### src/rtl/memory_access.sv
// rtl/memory_access.sv - pipeline stage 4: data-memory access over req/ack bus with MEM/WB register
module memory_access #(
    parameter int unsigned TIMEOUT = 255
) (
    input  logic        clk,
    input  logic        rst_n,
    input  logic        valid_in,
    input  logic [1:0]  WB_in,
    input  logic [2:0]  MEM_in,
    input  logic [4:0]  RD_in,
    input  logic [31:0] ALU_in,
    input  logic [31:0] WriteData_in,
    output logic        stall_out,
    output logic        dmem_req,
    output logic        dmem_we,
    output logic [31:0] dmem_addr,
    output logic [31:0] dmem_wdata,
    input  logic [31:0] dmem_rdata,
    input  logic        dmem_ack,
    output logic        valid_out,
    output logic [1:0]  WB_out,
    output logic [4:0]  RD_out,
    output logic [31:0] ALU_out,
    output logic [31:0] ReadData_out,
    output logic        err_out
);

    localparam logic [0:0] S_IDLE = 1'b0;
    localparam logic [0:0] S_WAIT = 1'b1;

    // Counter value seen in the last WAIT cycle allowed before aborting.
    localparam logic [7:0] TMO_LAST = 8'(TIMEOUT - 1);

    logic [0:0]  r_state;
    logic [7:0]  r_cnt;

    logic        r_dmem_req;
    logic        r_dmem_we;
    logic [31:0] r_dmem_addr;
    logic [31:0] r_dmem_wdata;

    // Bundle captured at accept so completion does not depend on upstream holding.
    logic [1:0]  r_wb_hold;
    logic [4:0]  r_rd_hold;

    logic        r_valid_out;
    logic [1:0]  r_wb_out;
    logic [4:0]  r_rd_out;
    logic [31:0] r_alu_out;
    logic [31:0] r_rdata_out;
    logic        r_err;

    logic        w_mem_read;
    logic        w_mem_write;
    logic        w_memop;
    logic        w_illegal;
    logic        w_misaligned;
    logic        w_bad;
    logic        w_idle;
    logic        w_wait;
    logic        w_start;
    logic        w_pass;
    logic        w_ack;
    logic        w_tmo;
    logic        w_branch_unused;

    // Branch is resolved elsewhere; this stage only carries the bit in.
    assign w_branch_unused = MEM_in[2];

    assign w_mem_read   = MEM_in[1];
    assign w_mem_write  = MEM_in[0];
    assign w_memop      = w_mem_read | w_mem_write;
    assign w_illegal    = w_mem_read & w_mem_write;
    assign w_misaligned = w_memop & (ALU_in[1:0] != 2'b00);
    assign w_bad        = w_illegal | w_misaligned;

    assign w_idle  = (r_state == S_IDLE);
    assign w_wait  = (r_state == S_WAIT);

    // Legal aligned access: goes to the bus. Everything else valid is a one-cycle pass.
    assign w_start = w_idle & valid_in & w_memop & ~w_bad;
    assign w_pass  = w_idle & valid_in & ~w_start;

    // Ack takes priority over timeout in the same cycle.
    assign w_ack   = w_wait & dmem_ack;
    assign w_tmo   = w_wait & ~dmem_ack & (r_cnt == TMO_LAST);

    assign stall_out = w_start | (w_wait & ~dmem_ack & ~w_tmo);

    // State machine and timeout counter
    always_ff @(posedge clk or negedge rst_n) begin
        if (!rst_n) begin
            r_state <= S_IDLE;
            r_cnt   <= 8'd0;
        end else begin
            if (w_start) begin
                r_state <= S_WAIT;
                r_cnt   <= 8'd0;
            end else if (w_ack || w_tmo) begin
                r_state <= S_IDLE;
                r_cnt   <= 8'd0;
            end else if (w_wait) begin
                r_cnt   <= r_cnt + 8'd1;
            end
        end
    end

    // Bus request and held transfer attributes, stable for the whole WAIT
    always_ff @(posedge clk or negedge rst_n) begin
        if (!rst_n) begin
            r_dmem_req   <= 1'b0;
            r_dmem_we    <= 1'b0;
            r_dmem_addr  <= 32'd0;
            r_dmem_wdata <= 32'd0;
            r_wb_hold    <= 2'b00;
            r_rd_hold    <= 5'd0;
        end else begin
            if (w_start) begin
                r_dmem_req   <= 1'b1;
                r_dmem_we    <= w_mem_write;
                r_dmem_addr  <= ALU_in;
                r_dmem_wdata <= WriteData_in;
                r_wb_hold    <= WB_in;
                r_rd_hold    <= RD_in;
            end else if (w_ack || w_tmo) begin
                r_dmem_req   <= 1'b0;
            end
        end
    end

    // MEM/WB register: pass-through, completed access, or aborted access
    always_ff @(posedge clk or negedge rst_n) begin
        if (!rst_n) begin
            r_valid_out <= 1'b0;
            r_wb_out    <= 2'b00;
            r_rd_out    <= 5'd0;
            r_alu_out   <= 32'd0;
            r_rdata_out <= 32'd0;
        end else begin
            r_valid_out <= 1'b0;
            if (w_pass) begin
                r_valid_out <= 1'b1;
                r_wb_out    <= w_bad ? 2'b00 : WB_in;
                r_rd_out    <= RD_in;
                r_alu_out   <= ALU_in;
                r_rdata_out <= 32'd0;
            end else if (w_ack) begin
                r_valid_out <= 1'b1;
                r_wb_out    <= r_wb_hold;
                r_rd_out    <= r_rd_hold;
                r_alu_out   <= r_dmem_addr;
                r_rdata_out <= r_dmem_we ? 32'd0 : dmem_rdata;
            end else if (w_tmo) begin
                r_valid_out <= 1'b1;
                r_wb_out    <= 2'b00;
                r_rd_out    <= r_rd_hold;
                r_alu_out   <= r_dmem_addr;
                r_rdata_out <= 32'd0;
            end
        end
    end

    // Sticky error flag, cleared only by reset
    always_ff @(posedge clk or negedge rst_n) begin
        if (!rst_n) begin
            r_err <= 1'b0;
        end else if ((w_pass && w_bad) || w_tmo) begin
            r_err <= 1'b1;
        end
    end

    assign dmem_req     = r_dmem_req;
    assign dmem_we      = r_dmem_we;
    assign dmem_addr    = r_dmem_addr;
    assign dmem_wdata   = r_dmem_wdata;
    assign valid_out    = r_valid_out;
    assign WB_out       = r_wb_out;
    assign RD_out       = r_rd_out;
    assign ALU_out      = r_alu_out;
    assign ReadData_out = r_rdata_out;
    assign err_out      = r_err;

endmodule
### config.mk
export PLATFORM = sky130hd
export DESIGN_NAME = memory_access
export DESIGN_NICKNAME = d
export VERILOG_FILES = /design/src/rtl/memory_access.sv
export SDC_FILE = /design/constraint.sdc
export NUM_CORES = 1
export LEC_CHECK = 0
export BUFFER_PORTS_ARGS = -buffer_cell sky130_fd_sc_hd__buf_2
export CORE_ASPECT_RATIO = 2
export CORE_UTILIZATION = 40
export DETAILED_ROUTE_END_ITERATION = 6
export HOLD_SLACK_MARGIN = 0.12
export PLACE_DENSITY = 0.76
export SYNTH_ARGS = -nofsm -noshare
export SYNTH_HDL_FRONTEND = slang
export SYNTH_SLANG_ARGS = --single-unit
### constraint.sdc
create_clock -name clk -period 2.01 [get_ports clk]
set_input_delay 0.1005 -clock clk [delete_from_list [all_inputs] [get_ports clk]]
set_output_delay 0.1005 -clock clk [all_outputs]
set_load 0.005 [all_outputs]
# After elaboration in Yosys (flattened, before gate mapping)
# Cells that the tools add are included.
[classes]
n_reduce_logical = 7
bitwise_logic = 18
eq_ne = 1
n_mux = 22
add_sub_neg = 1
[ops]
columns = ["operator", "n"]
rows = [
  ["$mux 32", 7],
  ["$mux 8", 3],
  ["$mux 5", 3],
  ["$and 1x1->1", 10],
  ["$add 8x1->8 const B", 1],
  ["$eq 8x8->1 const B", 1],
  ["$mux 2", 4],
  ["$reduce_bool 3->1", 2],
  ["$mux 1", 5],
  ["$not 1->1", 5],
  ["$reduce_bool 2->1", 2],
  ["$or 1x1->1", 3],
  ["$logic_or 1x1->1", 2],
  ["$logic_and 1x1->1", 1],
]
[word_totals]
reg_bits = 154
inputBits = 110
out_inout_bits = 140

# Logic depth before layout (Yosys ltp)
# Gate-level depths: netlist (run 1).
[depth]
word_depth = 9
depth_mapped = 8

# Least setup slack after synthesis (run 1)
# Ideal clock, no wire load.
[synth_path]
path_kind = "reg2reg"
start = "register r_cnt[0]"
end = "register r_rdata_out[10] (netlist: ReadData_out[10])"
path_buffers = 1
required_time_ns = 1.889
t_arrival_ns = 1.533
setup_slack_ns = 0.356
path_stages_with_launch = 8
cell_sequence = "dfrtp_1 inv_1 ha_1 nand4_1 o21ai_2 nor2_4 buf_2 a22o_1"
[synth_between]
elab_chain_cells = 3
[synth_rtl]
columns = ["item", "line_no", "source"]
rows = [
  ["from (decl)", "35", "logic [7:0] r_cnt;"],
  ["from (signal assigned)", "103", "r_cnt <= r_cnt + 8'd1;"],
  ["$eq 8x8->1", "86", "assign w_tmo = w_wait & ~dmem_ack & (r_cnt == TMO_LAST);"],
  ["$and 1x1->1", "86", ""],
  ["$reduce_bool 3->1 (no line)", "--", ""],
  ["to (signal assigned)", "152", "r_rdata_out <= r_dmem_we ? 32'd0 : dmem_rdata;"],
  ["to (decl)", "50", "logic [31:0] r_rdata_out;"],
]
# Every way passes these cells.
# A chain may end at the register's enable or synchronous reset.

# Final worst setup path (run 1)
[layout_path]
start = "input ALU_in[0]"
end = "output stall_out"
[layout_between]
elab_chain_cells = 6
[layout_rtl]
columns = ["item", "line_no", "source"]
rows = [
  ["from (decl)", "11", "input logic [31:0] ALU_in,"],
  ["$reduce_bool 2->1", "74", "assign w_misaligned = w_memop & (ALU_in[1:0] != 2'b00);"],
  ["$and 1x1->1", "74", ""],
  ["$or 1x1->1", "75", "assign w_bad = w_illegal | w_misaligned;"],
  ["$not 1->1", "81", "assign w_start = w_idle & valid_in & w_memop & ~w_bad;"],
  ["$and 1x1->1", "81", ""],
  ["$or 1x1->1", "88", "assign stall_out = w_start | (w_wait & ~dmem_ack & ~w_tmo);"],
  ["to (decl)", "13", "output logic stall_out,"],
]
# Every way passes these cells.

==> qor.csv, run 1 <==
metric,value,unit
status,finished clean,
wire length per cell,17.6,um
xor and xnor area share after synthesis,0.00987,
CTS H-tree lvls,4,
power density over the cells,1010,nW/um^2
setup TNS,0,ns
Total Routing Usage GR,0.238,
global-route wire length before repair,29.5,mm
Worst IR Drop VDD,0.000689,V
count of synthesis-stage warnings from yosys,0,
GR Overflow Total,0,
Crit path top cell by count,sky130_fd_sc_hd__buf_2,
TritonCTS clock tree,built,
Leak,0.00473,uW
"synthesized-area fraction occupied by ao, oa, aoi and oai cells",0.110,
buffer count from post-CTS setup fixing,0,
cell types occupying the most area after synthesis,"sky130_fd_sc_hd__dfrtp_1, sky130_fd_sc_hd__mux2_2, sky130_fd_sc_hd__a22o_1, sky130_fd_sc_hd__mux2_4, sky130_fd_sc_hd__nand2_1",
filler cell count in the final layout,1173,
x dimension of the die,90.1,um
portion of synthesized cell area occupied by the leading cell type,0.620,
sw frac,0.263,
count of final max-slew check failures,0,
Finish-stage setup viols,0,
Ports,250,
vias per cell,5.06,
pin count of the biggest net entering global routing,57,
Max-Slew Margin vs Limit,0.624,
Seq pwr share,0.422,
max capacitance violation total,0,
power dissipated by switching net loads,2520,uW
worst slew pin tran,0.564,ns
later-pin clock latency in the skew report,0.43,ns
final hold violation count,0,
final cell area excluding filler cells,9480,um^2
synthesized area per cell,12.6,um^2
maximum achievable frequency,0.540,GHz
R2R depth,7,
first-pass detailed-route iteration total,4,
CP Class,input port to primary output,
Final period util,0.921,
remaining routing DRC violations,0,
"slowest stage delay, CP",0.53,ns
hold-critical path depth,4,
Post-Synth Adder-Cell Area,0.00403,
sequential element share of the synthesized area,0.620,
synthesized-area fraction occupied by and/or/nand/nor cells,0.0888,
initial detailed-routing violation count,228,
element type at the critical path start,input port,
initial core utilization,0.408,
netlist area before placement,6210,um^2
library cell occupying the most area in the post-synthesis netlist,sky130_fd_sc_hd__dfrtp_1,
CP Cell Sequence,"dlygate4sd3_1, buf_2, nor2_1, nand3_4, buf_4, nand2_1, buf_2",
min-delay worst type,input port to register,
"Req. time, crit path",1.91,ns
Cells after Synth,494,
worst clock skew on the final layout,0.0112,ns
min Tclk post-route,1.85,ns
Final GP Congestion,0.759,
CTS root buffer,sky130_fd_sc_hd__clkbuf_16,
die area,16100,um^2
flip-flop and latch count after synthesis,154,
element type at the critical path end,primary output,
total nets after synthesis,606,
residual antenna-violating net count after detailed routing,0,
maximum number of buffers from clock root to sink,2,
total internal power,7050,uW
via count of the first global-routing pass,5728,
number of nets in the final layout,963,
final HPWL from detailed placement,11.6,mm
cell area after placement,7740,um^2
data arrival time of the critical path,1.75,ns
combinational share of power,0.205,
CP Max Fanout,23,
cell type of the slowest stage on the worst timing path,sky130_fd_sc_hd__dlygate4sd3_1,
largest family of logic cells by synthesized area,multiplexers,
number of I/O port buffers,248,
number of unique standard cell types used by synthesis,36,
vertical die dimension,178,um
antenna violations before repair,0,
mux cell area share after synthesis,0.139,
total CTS buffers,17,
clock sinks,154,
clock-pin transition on the worst setup and hold timing paths,0.06,ns
core footprint,15200,um^2
register-to-register setup slack,0.19,ns
setup repair after global routing missed its margin,false,
Routed WL,18.7,mm
via count,5378,
area grow syn2layout,52.5,%
number of core rows,64,
share of cells above drive strength 1,0.424,
part of the power in the clock network,0.373,
## power groups by stage
stage | registers, uW | clock network [uW] | logic (uW)
floorplan | 4090 | 0 | 781
global placement | 4030 | 0 | 1730
detailed placement | 4060 | 0 | 1770
CTS | 4010 | 3630 | 1950
global route | 4110 | 3730 | 2140
finish | 4040 | 3570 | 1970
## timing repair
action | CTS | global route
endpoints found under the hold margin | 296 | 0
gates resized for setup | 1 | 3
setup endpoints to repair | 1 | 1
hold buffers | 107 | 0
pin swaps | 0 | 0
## per-layer routing
metal  wire length (um)  up-vias  GRT usage
met5                  0        -          0
met4                749        0      0.132
met3                981       54     0.0554
met2              10100      220      0.431
met1               6890     2644      0.252
li1                   -     2460          -
## registers in the layout, indices dropped and copies added (netlist names)
name          count
dmem_we           1
r_cnt             8
dmem_req          1
err_out           1
valid_out         1
dmem_wdata       32
r_rd_hold         5
WB_out            2
ReadData_out     32
r_wb_hold         2
dmem_addr        32
ALU_out          32
RD_out            5
## final timing paths
path                               startpoint            end
worst max-delay path                ALU_in[0]      stall_out
worst min-delay path                MEM_in[1]        err_out
worst max register to register       r_cnt[0]    ALU_out[17]
worst min register to register  dmem_wdata[9]  dmem_wdata[9]
max in group asynchronous               rst_n       dmem_req
min in group asynchronous               rst_n  dmem_addr[27]
## Yosys cell counts, drive strengths merged
master,n
dfrtp,154
mux2,70
nand2,62
a21oi,36
a22o,32
nor2,30
buf,21
nor3,19
a31oi,18
clkbuf,10
o21ai,5
xor2,5
nand4,4
and2,3
and3,3
nor2b,3
a221o,2
a2bb2oi,2
ha,2
inv,2
nand3,2
o21a,2
xnor2,2
a211o,1
a21o,1
mux2i,1
nand2b,1
o31ai,1
## critical path, delay by kind of cell
family        cells  cell delay [ns]
simple gates      3             0.59
buf+inv           4             1.05
## final cells by class
cell class                      instances  area (um^2)  share of cell area
Inverter                                2         7.51            0.000792
Clock inverter                         10          189              0.0199
Tap cell                              198          248              0.0261
Sequential cell                       154         3850               0.407
Multi-Input combinational cell        307         2230               0.235
Antenna cell                            1         2.50            0.000264
Clock buffer                           22          464              0.0490
Timing Repair Buffer                  369         2490               0.262
## metrics by stage
stage                      util  setup WS [ns]  hold WS (ns)  cells  power (uW)
after detailed placement  0.509          0.197         0.120    923        5840
after floorplan               -          0.356        -0.195    494        4870
after global placement    0.509          0.282         0.111    923        5770
final                     0.623          0.159         0.198   1063        9570
after CTS                 0.622         0.0194         0.166   1062        9590
after global routing      0.623         0.0106         0.222   1062        9980
## logic make-up (layout without fill, tap and decap cells)
| logic type | Yosys count | count (layout) |
|---|---|---|
| flops | 154 | 154 |
| simple gates | 127 | 127 |
| compound gates | 100 | 100 |
| mux | 71 | 71 |
| buf+inv | 33 | 403 |
| xor+xnor | 7 | 7 |
| fa+ha+maj | 2 | 2 |
| other cells | 0 | 1 |
## layout by cell type, fill, tap and decap left out, drive strengths merged
cell / count
xnor2: 2
nand4: 4
nor3: 19
nand2b: 1
nand2: 62
xor2: 5
a211o: 1
inv: 3
nand3: 2
clkbuf: 22
o21ai: 5
o21a: 2
a31oi: 18
a21o: 1
mux2: 70
mux2i: 1
a2bb2oi: 2
clkinvlp: 1
dlygate4sd3: 107
and3: 3
buf: 262
a221o: 2
nor2b: 3
a22o: 32
ha: 2
dfrtp: 154
clkinv: 3
diode: 1
nor2: 30
a21oi: 36
bufinv: 5
o31ai: 1
and2: 3
Note: power is estimated with default switching activity, not from simulation.
==> run 2: changes to the inputs <==
- SETUP_SLACK_MARGIN: unset -> 0.5
==> run 2 against run 1 <==
  * Global-route usage down 0.30 points
  * Critical path depth up 1
  * Hold slack better by 0.0046 ns
  * Setup slack better by 0.096 ns
  * Combinational power up 14%
  * Power up 1.5%
  * The flow now finishes with violations (design-rule violations)
==> qor.csv, run 2 (synthesis results as in run 1) <==
metric,value,unit,change
status,finished with violations,,
failing checks,design-rule violations,,
min Tclk post-route,1.76,ns,-0.0962 ns
pin count of the biggest net entering global routing,56,,-1.8%
total CTS buffers,17,,unchanged
Finish-stage setup viols,0,,unchanged
number of core rows,64,,unchanged
vertical die dimension,178,um,unchanged
via count,5623,,+4.6%
Routed WL,20.3,mm,+8.4%
"most common cell after layout, fill and taps aside",sky130_fd_sc_hd__buf_2,,
maximum number of buffers from clock root to sink,2,,unchanged
maximum achievable frequency,0.570,GHz,+5.5%
first-pass detailed-route iteration total,7,,+3
max capacitance violation total,0,,unchanged
CTS root buffer,sky130_fd_sc_hd__clkbuf_16,,
count of final max-slew check failures,0,,unchanged
via count of the first global-routing pass,5744,,+0.28%
remaining routing DRC violations,2,,+2
initial detailed-routing violation count,260,,+14%
Total Routing Usage GR,0.235,,-0.00302
"Core Util, Final",0.667,,+0.0442
number of I/O port buffers,248,,unchanged
wire length per cell,18.5,um,+5.1%
cell area after placement,7730,um^2,about the same
initial core utilization,0.408,,unchanged
number of nets in the final layout,997,,+3.5%
setup TNS,0,ns,unchanged
Ports,250,,unchanged
share of cells above drive strength 1,0.479,,+0.0552
final hold violation count,0,,unchanged
worst clock skew on the final layout,0.00659,ns,-0.00461 ns
clock-pin transition on the worst setup and hold timing paths,0.06,ns,about the same
x dimension of the die,90.1,um,unchanged
element type at the critical path start,register,,
Setup WS post-layout,0.255,ns,+0.0962 ns
most frequent cells in the layout,"sky130_fd_sc_hd__buf_2, sky130_fd_sc_hd__dfrtp_1, sky130_fd_sc_hd__dlygate4sd3_1, sky130_fd_sc_hd__nand2_1, sky130_fd_sc_hd__mux2_2",,
residual antenna-violating net count after detailed routing,0,,unchanged
TritonCTS clock tree,built,,
CP Max Fanout,7,,-70%
data arrival time of the critical path,2.05,ns,+0.30 ns
Worst IR Drop VDD,0.000736,V,+6.8%
final HPWL from detailed placement,11.4,mm,-1.8%
global-route wire length before repair,29.4,mm,-0.38%
count of inserted antenna diode cells,0,,-1
setup repair after global routing missed its margin,true,,
Setup WS pre-CTS,-0.0257,ns,-0.223 ns
CTS H-tree lvls,4,,unchanged
later-pin clock latency in the skew report,0.42,ns,about the same
antenna violations before repair,0,,unchanged
core footprint,15200,um^2,unchanged
"Req. time, crit path",2.31,ns,+0.40 ns
clock sinks,154,,unchanged
die area,16100,um^2,unchanged
Max-Slew Margin vs Limit,0.645,,+0.0210
power density over the cells,957,nW/um^2,-5.2%
min-delay worst type,input port to asynchronous set/reset pin,,
area grow syn2layout,63.3,%,
Final period util,0.873,,-0.0478
Leak,0.00502,uW,+6.1%
Final GP Congestion,0.808,,+6.5%
final cell area excluding filler cells,10200,um^2,+7.1%
CP Class,register to register,,
vias per cell,5.13,,+1.4%
worst slew pin tran,0.529,ns,-0.0356 ns
GR Overflow Total,0,,unchanged
element type at the critical path end,register,,
worst-case hold slack,0.203,ns,+0.00460 ns
-- run 2: metrics by stage --
step	total power, uW	std cells
after floorplan	4890	494
after detailed placement	5850	922
final	9710	1096
after CTS	9560	1076
after global routing	10200	1096
after global placement	5770	922
-- run 2: area by class of cell --
cell class                      count  area, um^2
Multi-Input combinational cell    309        2480
Clock inverter                     13         190
Tap cell                          198         248
Sequential cell                   154        3860
Fill cell                        1069        5060
Timing Repair inverter              2        22.5
Inverter                            2        20.0
Timing Repair Buffer              399        2890
Clock buffer                       19         443
-- run 2: critical path, cell delays in order (launching register included) --
cell                        delay, ns
sky130_fd_sc_hd__dfrtp_1         0.38
sky130_fd_sc_hd__inv_2           0.08
sky130_fd_sc_hd__ha_4            0.12
sky130_fd_sc_hd__nand4_1         0.17
sky130_fd_sc_hd__o21ai_4         0.28
sky130_fd_sc_hd__nor2_4          0.10
sky130_fd_sc_hd__buf_12          0.15
sky130_fd_sc_hd__clkbuf_16       0.15
sky130_fd_sc_hd__a22o_1          0.20
-- run 2: timing repair --
action | in CTS | in global routing
endpoints found under the setup margin | 136 | 78
resized for setup | 21 | 54
setup buffers | 12 | 12
endpoints found under the hold margin | 247 | 0
pin swaps | 6 | 21
cloned | 3 | 8
hold buffers | 107 | 0
-- run 2: worst paths after layout --
check / startpoint / to / slack [ns] / cells after the start
setup / recovery: r_cnt[0] / ReadData_out[31] / 0.25 / 8
hold / removal: rst_n / ALU_out[28] / 0.20 / 2
min in group clk: MEM_in[1] / WB_out[0] / 0.25 / 3
setup reg to reg: r_cnt[0] / ReadData_out[31] / 0.25 / 8
hold reg to reg: err_out / err_out / 0.46 / 1
max in group asynchronous: rst_n / r_cnt[3] / 1.04 / 3
-- run 2: layer usage --
| layer | vias to the layer above | wire length (um) | part of all wire | global-route usage |
|---|---|---|---|---|
| li1 | 2544 | - | - | - |
| met1 | 2836 | 7470 | 0.37 | 0.253 |
| met2 | 214 | 11500 | 0.57 | 0.441 |
| met3 | 29 | 953 | 0.047 | 0.0494 |
| met4 | 0 | 399 | 0.020 | 0.0974 |
| met5 | - | 0 | 0 | 0 |
-- run 2: where the power goes --
group,internal [uW],total (uW),switching (uW)
Sequential,3680,4070,387
Clock,2120,3410,1290
Combinational,1270,2240,965
==> run 3: changes to the inputs <==
- CORE_ASPECT_RATIO: 2 -> unset
- CTS_BUF_LIST: unset -> sky130_fd_sc_hd__clkbuf_8
==> run 3 against run 2 <==
  * Routed wire length decreased by 3.9%
  * Register-to-register slack improved by 0.02 ns
  * Flip-flop and latch count unchanged
  * Maximum frequency grew 0.97%
  * Count of clock-buffer cells in the layout fell by 2
  * The run now ends clean
  * Final area decreased by 3.1%
  * Die area shrank 0.19%
  * Critical path depth fell by 1
  * Largest power group unchanged
==> qor.csv, run 3 (synthesis results as in run 1) <==
metric,value,unit,change
data arrival time of the critical path,2.06,ns,about the same
x dimension of the die,127,um,+40%
TritonCTS clock tree,built,,
Ports,250,,unchanged
R2R depth,7,,-1
initial detailed-routing violation count,248,,-4.6%
count of cell instances traversed by the critical path,7,,-1
element type at the critical path start,register,,
part of the power in the clock network,0.280,,-0.071
Final GP Congestion,0.720,,-11%
maximum number of buffers from clock root to sink,2,,unchanged
CP Class,register to register,,
Seq pwr share,0.472,,+0.053
"most common cell after layout, fill and taps aside",sky130_fd_sc_hd__buf_2,,
Total Routing Usage GR,0.233,,-0.00217
status,finished clean,,
combinational share of power,0.248,,+0.018
total internal power,6020,uW,-15%
first-pass detailed-route iteration total,4,,-3
clock-pin transition on the worst setup and hold timing paths,0.09,ns,+0.03 ns
Routed WL,19.5,mm,-3.9%
min-delay worst type,input port to register,,
Worst IR Drop VDD,0.000521,V,-29%
die area,16000,um^2,-0.19%
Bufs and invs on worst path,2,,-1
cell area after placement,7730,um^2,unchanged
setup repair after global routing missed its margin,true,,
via count of the first global-routing pass,5644,,-1.7%
Final period util,0.865,,-0.00837
setup TNS,0,ns,unchanged
Leak,0.00491,uW,-2.2%
count of final max-slew check failures,0,,unchanged
"Largest delay share family, worst path",compound AO/OA/AOI/OAI gates,,
final HPWL from detailed placement,10.3,mm,-10%
pin count of the biggest net entering global routing,62,,+11%
area used by multi-input combinational logic,2340,um^2,-5.9%
final hold violation count,0,,unchanged
"Req. time, crit path",2.33,ns,+0.02 ns
area grow syn2layout,58.3,%,
number of I/O port buffers,248,,unchanged
CTS root buffer,sky130_fd_sc_hd__clkbuf_8,,
power dissipated by switching net loads,2510,uW,-4.9%
via count,5539,,-1.5%
max capacitance violation total,0,,unchanged
clock sinks,154,,unchanged
sw frac,0.294,,+0.0224
share of cells above drive strength 1,0.465,,-0.0136
power density over the cells,867,nW/um^2,-9.3%
vertical die dimension,127,um,-29%
worst clock skew on the final layout,0.0111,ns,+0.00447 ns
Max-Slew Margin vs Limit,0.650,,+0.00537
vias per cell,5.13,,about the same
initial core utilization,0.409,,about the same
worst slew pin tran,0.523,ns,-0.00575 ns
CTS H-tree lvls,4,,unchanged
CP Cell Sequence,"inv_2, ha_4, nand4_1, o21ai_4, nor2_4, buf_12, a221o_1",,
"slowest stage delay, CP",0.41,ns,+0.03 ns
antenna violations before repair,0,,unchanged
CP Max Fanout,34,,+27
maximum achievable frequency,0.575,GHz,+0.97%
number of core rows,45,,-30%
residual antenna-violating net count after detailed routing,0,,unchanged
total CTS buffers,17,,unchanged
core footprint,15200,um^2,about the same
filler cell count in the final layout,1104,,+3.3%
element type at the critical path end,register,,
count of inserted antenna diode cells,0,,unchanged
Finish-stage setup viols,0,,unchanged
remaining routing DRC violations,0,,-2
most frequent cells in the layout,"sky130_fd_sc_hd__buf_2, sky130_fd_sc_hd__dfrtp_1, sky130_fd_sc_hd__dlygate4sd3_1, sky130_fd_sc_hd__nand2_1, sky130_fd_sc_hd__mux2_2",,
hold-critical path depth,4,,
sequential cell area in the final layout,3860,um^2,about the same
number of nets in the final layout,991,,-0.60%
worst-case hold slack,0.174,ns,-0.0284 ns
wire length per cell,18.1,um,-2.5%
final cell area excluding filler cells,9840,um^2,-3.1%
total power of the final layout,8530,uW,-12%
GR Overflow Total,0,,unchanged
cell type of the slowest stage on the worst timing path,sky130_fd_sc_hd__dfrtp_1,,
global-route wire length before repair,28.8,mm,-1.9%
later-pin clock latency in the skew report,0.44,ns,+0.02 ns
min Tclk post-route,1.74,ns,-0.0168 ns
## run 3: changes by cell type in the layout (fill, tap and decap cells not counted), moves of 3 or more
| cell | before | now |
|---|---|---|
| sky130_fd_sc_hd__clkbuf_16 | 21 | 6 |
| sky130_fd_sc_hd__buf_12 | 8 | 11 |
| sky130_fd_sc_hd__nor3_4 | 9 | 0 |
| sky130_fd_sc_hd__buf_4 | 25 | 15 |
| sky130_fd_sc_hd__nor3_1 | 7 | 16 |
| sky130_fd_sc_hd__clkbuf_8 | 1 | 17 |
| sky130_fd_sc_hd__inv_6 | 3 | 6 |
## run 3: metal layers
layer  vias to the layer above  wire length [um]  GRT usage
met5                         -                 0          0
met4                         0               580      0.103
met3                        42              1400     0.0679
met2                       240              9900      0.411
met1                      2729              7630      0.260
li1                       2528                 -          -
## run 3: worst register-to-register path: cells and delay by family, from the launching register on
family / cells / cell delay (ns)
adders and majority gates: 1 / 0.14
DFF: 1 / 0.41
and+or+nand+nor: 2 / 0.25
buffers and inverters: 2 / 0.26
AOI/OAI and AO/OA: 2 / 0.57
## run 3: final timing paths
path | startpoint | to | slack, ns
worst max register to register | r_cnt[0] | WB_out[0] | 0.27
min in group asynchronous | rst_n | dmem_wdata[9] | 0.18
worst min register to register | dmem_wdata[22] | dmem_wdata[22] | 0.50
worst min-delay path | valid_in | err_out | 0.17
max in group asynchronous | rst_n | dmem_addr[22] | 1.11
worst max-delay path | r_cnt[0] | WB_out[0] | 0.27
## run 3: power groups by stage
stage | registers (uW) | logic (uW) | clock network (uW)
after CTS | 4000 | 2030 | 2470
after detailed placement | 4060 | 1760 | 0
final | 4030 | 2120 | 2390
after global placement | 4030 | 1730 | 0
after floorplan | 4090 | 804 | 0
after global routing | 4090 | 2300 | 2590
## run 3: what timing repair did
item                       CTS  global route
pin swaps                    1             5
hold endpoints to repair   298             0
setup endpoints to repair  153           139
gates resized for setup     37            22
hold buffers               107             0
setup buffers               13             5
gates cloned                 3             8
## run 3: area by class of cell
class	instances	share of cell area
timing repair buffer	397	0.305
inverter	2	0.00127
multi-input combinational	307	0.238
clock inverter	15	0.0167
clock buffer	17	0.0238
tap	188	0.0239
sequential	154	0.392
## run 3: metrics by stage
step / cells / util / setup slack, ns
2_1_floorplan: 494 / - / 0.459
4_1_cts: 1067 / 0.627 / 0.321
5_1_grt: 1080 / 0.647 / 0.208
6_report: 1080 / 0.647 / 0.272
3_5_place_dp: 912 / 0.509 / 0.107
3_3_place_gp: 912 / 0.509 / 0.136
